## config.mk

```make
export PLATFORM = sky130hd
export DESIGN_NAME = mix_columns_seq
export DESIGN_NICKNAME = d
export VERILOG_FILES = /design/src/rtl/aes_pkg.sv /design/src/rtl/gf_mul2.sv /design/src/rtl/mix_columns_seq.sv
export SDC_FILE = /design/constraint.sdc
export NUM_CORES = 1
export LEC_CHECK = 0
export ABC_AREA = 1
export CAP_MARGIN = 40
export CORE_UTILIZATION = 30
export CTS_CLUSTER_SIZE = 12
export DETAILED_ROUTE_END_ITERATION = 10
export GPL_TIMING_DRIVEN = 0
export HOLD_SLACK_MARGIN = 0.02
export SKIP_LAST_GASP = 1
export SLEW_MARGIN = 0
export SYNTH_ARGS = -nofsm -noshare
export SYNTH_HDL_FRONTEND = slang
export SYNTH_SLANG_ARGS = --single-unit
export TNS_END_PERCENT = 1
```

## constraint.sdc

```tcl
create_clock -name clk -period 5.54 [get_ports clk]
set_input_delay 0.831 -clock clk [delete_from_list [all_inputs] [get_ports clk]]
set_output_delay 0.831 -clock clk [all_outputs]
set_load 0.01 [all_outputs]
```

## src/rtl/aes_pkg.sv

```systemverilog
// Shared AES round-datapath definitions: state geometry, GF(2^8) reduction
// constant, MixColumns FSM encoding and the xtime helper.
package aes_pkg;

    localparam int         AES_STATE_W    = 128;
    localparam int         AES_COLS       = 4;
    localparam logic [7:0] AES_XTIME_POLY = 8'h1B;

    typedef enum logic [1:0] {
        MC_IDLE = 2'd0,
        MC_COL  = 2'd1,
        MC_DONE = 2'd2
    } mc_state_e;

    // Multiply by x in GF(2^8) modulo x^8 + x^4 + x^3 + x + 1.
    function automatic logic [7:0] xtime(input logic [7:0] x);
        return {x[6:0], 1'b0} ^ (x[7] ? AES_XTIME_POLY : 8'h00);
    endfunction

endpackage

```

## src/rtl/gf_mul2.sv

```systemverilog
// Four-lane GF(2^8) multiply-by-2 unit; one byte lane per column byte,
// most significant byte is lane 0.
module gf_mul2
    import aes_pkg::*;
(
    input  logic [31:0] a_i,
    output logic [31:0] m_o
);

    assign m_o[31:24] = xtime(a_i[31:24]);
    assign m_o[23:16] = xtime(a_i[23:16]);
    assign m_o[15:8]  = xtime(a_i[15:8]);
    assign m_o[7:0]   = xtime(a_i[7:0]);

endmodule

```

## src/rtl/mix_columns_seq.sv

```systemverilog
// Iterative AES MixColumns: one column per cycle through a shared xtime unit,
// with an optional last-round bypass that returns the state unmixed.
module mix_columns_seq
    import aes_pkg::*;
#(
    parameter bit USE_BYPASS = 1'b1
)
(
    input  logic                   clk,
    input  logic                   rst_n,
    input  logic                   abort,
    input  logic                   in_valid,
    output logic                   in_ready,
    input  logic [AES_STATE_W-1:0] in_data,
    input  logic                   in_last,
    output logic                   out_valid,
    input  logic                   out_ready,
    output logic [AES_STATE_W-1:0] out_data,
    output logic                   busy
);

    mc_state_e              state_q, state_d;
    logic [1:0]             col_q, col_d;
    logic [AES_STATE_W-1:0] data_q, data_d;

    logic [31:0] col_word_s;
    logic [31:0] col_x2_s;
    logic [31:0] col_mixed_s;
    logic [7:0]  a0_s, a1_s, a2_s, a3_s;
    logic [7:0]  m0_s, m1_s, m2_s, m3_s;

    // Select the column currently being mixed; column 0 sits in the top word.
    always_comb begin
        col_word_s = data_q[127:96];
        case (col_q)
            2'd0:    col_word_s = data_q[127:96];
            2'd1:    col_word_s = data_q[95:64];
            2'd2:    col_word_s = data_q[63:32];
            2'd3:    col_word_s = data_q[31:0];
            default: col_word_s = data_q[127:96];
        endcase
    end

    gf_mul2 u_gf_mul2 (
        .a_i (col_word_s),
        .m_o (col_x2_s)
    );

    assign {a0_s, a1_s, a2_s, a3_s} = col_word_s;
    assign {m0_s, m1_s, m2_s, m3_s} = col_x2_s;

    // Circulant {2,3,1,1}: 3*a is formed as xtime(a) ^ a.
    assign col_mixed_s[31:24] = m0_s ^ m1_s ^ a1_s ^ a2_s ^ a3_s;
    assign col_mixed_s[23:16] = a0_s ^ m1_s ^ m2_s ^ a2_s ^ a3_s;
    assign col_mixed_s[15:8]  = a0_s ^ a1_s ^ m2_s ^ m3_s ^ a3_s;
    assign col_mixed_s[7:0]   = m0_s ^ a0_s ^ a1_s ^ a2_s ^ m3_s;

    // Next-state, column counter and working-register update.
    always_comb begin
        state_d = state_q;
        col_d   = col_q;
        data_d  = data_q;
        if (abort) begin
            // Abort wins over any handshake and leaves the data register alone.
            state_d = MC_IDLE;
        end else begin
            case (state_q)
                MC_IDLE: begin
                    if (in_valid) begin
                        data_d = in_data;
                        col_d  = 2'd0;
                        if (in_last && USE_BYPASS) begin
                            state_d = MC_DONE;
                        end else begin
                            state_d = MC_COL;
                        end
                    end else begin
                        state_d = MC_IDLE;
                    end
                end
                MC_COL: begin
                    case (col_q)
                        2'd0:    data_d[127:96] = col_mixed_s;
                        2'd1:    data_d[95:64]  = col_mixed_s;
                        2'd2:    data_d[63:32]  = col_mixed_s;
                        2'd3:    data_d[31:0]   = col_mixed_s;
                        default: data_d         = data_q;
                    endcase
                    col_d = col_q + 2'd1;
                    if (col_q == 2'd3) begin
                        state_d = MC_DONE;
                    end else begin
                        state_d = MC_COL;
                    end
                end
                MC_DONE: begin
                    if (out_ready) begin
                        state_d = MC_IDLE;
                    end else begin
                        state_d = MC_DONE;
                    end
                end
                default: begin
                    state_d = MC_IDLE;
                end
            endcase
        end
    end

    // State, counter and working register.
    always_ff @(posedge clk or negedge rst_n) begin
        if (!rst_n) begin
            state_q <= MC_IDLE;
            col_q   <= 2'd0;
            data_q  <= {AES_STATE_W{1'b0}};
        end else begin
            state_q <= state_d;
            col_q   <= col_d;
            data_q  <= data_d;
        end
    end

    assign in_ready  = (state_q == MC_IDLE);
    assign out_valid = (state_q == MC_DONE);
    assign busy      = (state_q == MC_COL) || (state_q == MC_DONE);
    assign out_data  = data_q;

endmodule
```

==> key figures <==
Outcome
  • Result of the run: finished clean

Final layout
  • Post-layout nets: 1810
  • Final instance count without filler cells: 2070
  • Layout cells sized above 1: 9.76%
  • Share of the core filled with cells: 43.4%
  • Area grow syn2layout: 40.8%
  • Diodes inserted: 0
  • Fill cell instance count of the final layout: 3061
  • Area of all placed cells without fillers: 13000 µm²

Global routing
  • Number of antenna violations at the first check in global routing: 0
  • Pin count of the biggest net entering global routing: 69
  • Met1 layer usage reported by global route: 35.7%
  • Number of global-route vias before repair: 10100
  • Global-route total usage across every layer: 27.4%
  • Remaining Overflow, GRT: 0
  • GR Util met2: 44.6%
  • Met3 routing resource usage after global routing: 5.07%
  • Layer with the highest usage after global routing: met2
  • Global-route wire length before repair: 62400 µm

Place
  • Total cell area at the placement stage: 12400 µm²
  • DP Cell Count: 2039
  • Detailed placement HPWL: 32800 µm
  • Routability Congestion: 0.916
  • Total of buffers placed on input and output ports: 264

CTS
  • Post-CTS Setup Inserts: 0
  • Number of sinks driven by the clock tree: 132
  • Number of buffers created by CTS: 17
  • Level count of the clock H-tree: 4
  • Largest buffer count on any clock path: 2
  • Skew-Pair Late Insertion Delay: 0.44 ns
  • Library cell used as clock root buffer: clkbuf_16
  • Post-CTS sizing: 0
  • CTS clock-pin slew for the worst setup and hold paths: 0.07 ns
  • TritonCTS clock tree: yes
  • Number of hold-repair buffers added at the cts stage: 0

Power
  • Total power after layout: 6.41 mW
  • Power density relative to cell area: 495 nW/µm²
  • Part of the total power dissipated in combinational logic: 57.2%
  • Leakage power: 5.71 nW
  • Net switching share of the total power: 47.2%
  • Internal power contribution: 3.39 mW
  • Flop pwr share: 24.7%
  • Switching component of the power: 3.03 mW
  • VDD IR-drop max: 0.201 mV
  • Clock network fraction of design power: 18.1%

Floorplanning
  • Total Die Area: 31400 µm²
  • Starting density of the core: 30.8%
  • Die height: 177 µm
  • Row count: 63
  • Area of the core region: 29900 µm²
  • Number of top-level design ports: 265
  • Die Span X: 177 µm

Setup path
  • Arrival time at the worst endpoint: 3.60 ns
  • Buffers and inverters on the worst path: 5
  • Type of origin of the critical path: input pin
  • Reg-to-Reg Start: state_q[1]
  • Largest delay share family, worst path: buffers and inverters
  • Largest incremental delay on the critical path: 0.56 ns
  • Endpoint class of the critical path: flip-flop
  • WP data required: 5.85 ns
  • Classification of the worst setup path: input pin to flip-flop
  • Worst path most repeated cell: inv_1
  • CP Launch Point: in_valid
  • Highest fanout seen on the critical path: 10
  • Critical path's slowest cell: a21oi_2
  • Cells along the critical path: clkdlybuf4s50_1, nand2_1, o21ai_0, inv_1, nor2_2, inv_1, a21oi_2, inv_1, clkbuf_1, a21oi_1, a21oi_1

Synth
  • Dominant combinational cell family by area after synthesis: simple AND/OR/NAND/NOR gates
  • Share of synthesized cell area in full adder, half adder and majority cells: 1.09%
  • Count of unique library cells instantiated by Yosys: 36
  • Register bit count reported by yosys: 132
  • Synthesized-area fraction occupied by ao, oa, aoi and oai cells: 18.7%
  • Primary FF master, synth: dfrtp_1
  • Syn_nets: 1524
  • Avg Synthesized Cell Area: 6.66 µm²
  • Area share of xor/xnor cells in the synthesized design: 0.190%
  • Share of flip-flops with an asynchronous set or reset after synthesis: 100%
  • Synth Cell Area: 9200 µm²
  • Top cells by area in the synthesized netlist: dfrtp_1 (36%), nand2_1 (21%), a21oi_1 (14%)
  • Simple-gate share of the synthesized area: 38.9%
  • Number of enable-type register cells in the synthesized netlist: 0
  • Gate count after technology mapping: 1382
  • Fraction of synthesized area in multiplexers: 0%
  • Largest area contributor in the netlist: dfrtp_1
  • Fraction of synthesized cell area taken by the top area cell type: 35.9%
  • Number of warnings issued by yosys: 0
  • Proportion of synthesized chip area in sequential cells: 35.9%

Drt
  • Number of detailed-routing iterations run before antenna repair: 5
  • Number of antenna-violating nets in the routed design: 0
  • Detailed-route via count: 10800
  • Sum of routed wire length over all layers: 43300 µm
  • Vias per Instance: 5.23
  • Detailed-route DRC error count: 0
  • Routed length per instance: 20.9 µm
  • Initial detailed-routing violation count: 970

Timing
  • Measured slew at the worst slew-check pin: 0.932 ns
  • Worst setup skew after layout: 0.0153 ns
  • Final Hold Violating Endpoints: 0
  • Setup TNS: 0 ns
  • Unrepaired setup endpoints after global routing: no
  • Setup-failing EPs final: 0
  • Number of slew-limit violations in the final report: 0
  • Tightest slew margin relative to the limit: 37.9%
  • Max Clock Freq: 0.304 GHz
  • Post-route fraction of the period consumed by the critical path: 59.4%
  • Fin crit period: 3.29 ns

Hold path
  • Min-Delay Path Class: input pin to asynchronous set/reset pin

Job
  • Max-cap violations: 0
==> cells in the final DEF, fill, tap and decap left out, drive strengths merged <==
| master | n |
|---|---|
| o21bai | 23 |
| a21oi | 268 |
| nand2 | 546 |
| nor2 | 214 |
| a31oi | 1 |
| nand3b | 2 |
| nand4 | 1 |
| bufinv | 2 |
| dfrtp | 132 |
| xnor2 | 2 |
| o21ai | 9 |
| clkdlybuf4s50 | 263 |
| clkbuf | 56 |
| o22ai | 1 |
| buf | 29 |
| clkinvlp | 3 |
| inv | 40 |
| nor3 | 2 |
| nand3 | 71 |
| ha | 8 |
| clkinv | 6 |
| or2 | 1 |
==> registers in the layout, indices dropped and copies added (netlist names) <==
register  count
state_q       2
col_q         2
out_data    128
==> through the flow <==
stage                     hold WS, ns  setup slack [ns]
after floorplan                 0.535              3.45
after global placement          0.534             -2.03
after detailed placement        0.554              1.88
after CTS                       0.430              2.34
after global routing            0.431              1.98
final                           0.382              2.25
==> worst reg2reg max path: cells and delay by family (launching register included) <==
kind / cells / cell delay [ns]
buf+inv: 6 / 1.22
compound gates: 4 / 1.02
flops: 1 / 0.40
simple gates: 1 / 0.23
fa+ha+maj: 1 / 0.20
==> path summary, 6_finish.rpt <==
kind                       cells past startpoint  slack, ns            to
setup / recovery                              11       2.25  out_data[29]
hold / removal                                 1       0.38  out_data[29]
setup reg to reg                              12       2.34  out_data[29]
hold reg to reg                                2       0.56  out_data[77]
max in group asynchronous                      2       4.37  out_data[38]
min in group clk                               2       0.56  out_data[77]
==> cell type report <==
class	instances	area, µm²	area share (%)
clock inverters	12	133	1.02
multi-input cells	1149	5420	41.9
clock buffers	19	443	3.42
plain buffers	62	327	2.52
inverters	39	149	1.15
well taps	390	488	3.77
flip-flops and latches	132	3300	25.5
repair buffers	267	2690	20.8
==> power by group through the flow <==
stage                     registers (mW)  logic [mW]  clock network [mW]
final                               1.59        3.67                1.16
after global routing                1.62        4.00                1.20
after CTS                           1.58        3.63                1.16
after detailed placement            1.59        3.62                   0
after global placement              1.59        3.57                   0
after floorplan                     1.64        2.07                   0
==> cells in the mapped netlist (4+ instances only) <==
cell type	number
o21bai_1	15
nand2_2	19
o21bai_4	5
inv_2	6
a21oi_1	251
dfrtp_1	132
nand2_1	525
buf_6	4
inv_1	32
buf_2	16
nand3_2	22
nand3_1	47
nor2_1	190
nor2_4	13
ha_1	8
clkbuf_1	37
nor2_2	10
a21oi_2	17
==> cells by family after synthesis <==
kind of cell / count (synthesis)
adders and majority gates: 8
buffers and inverters: 101
AOI/OAI and AO/OA: 302
xor gates and xnor gates: 2
and+or+nand+nor: 837
DFF: 132
==> routing by layer <==
metal | vias to the layer above | share of wire [%] | wire [µm]
met5 | - | 0 | 0
met4 | 0 | 3.4 | 1490
met3 | 72 | 8.0 | 3480
met2 | 498 | 47 | 20500
met1 | 5195 | 41 | 17900
li1 | 5068 | - | -
Power figures use the tool's default switching activity.
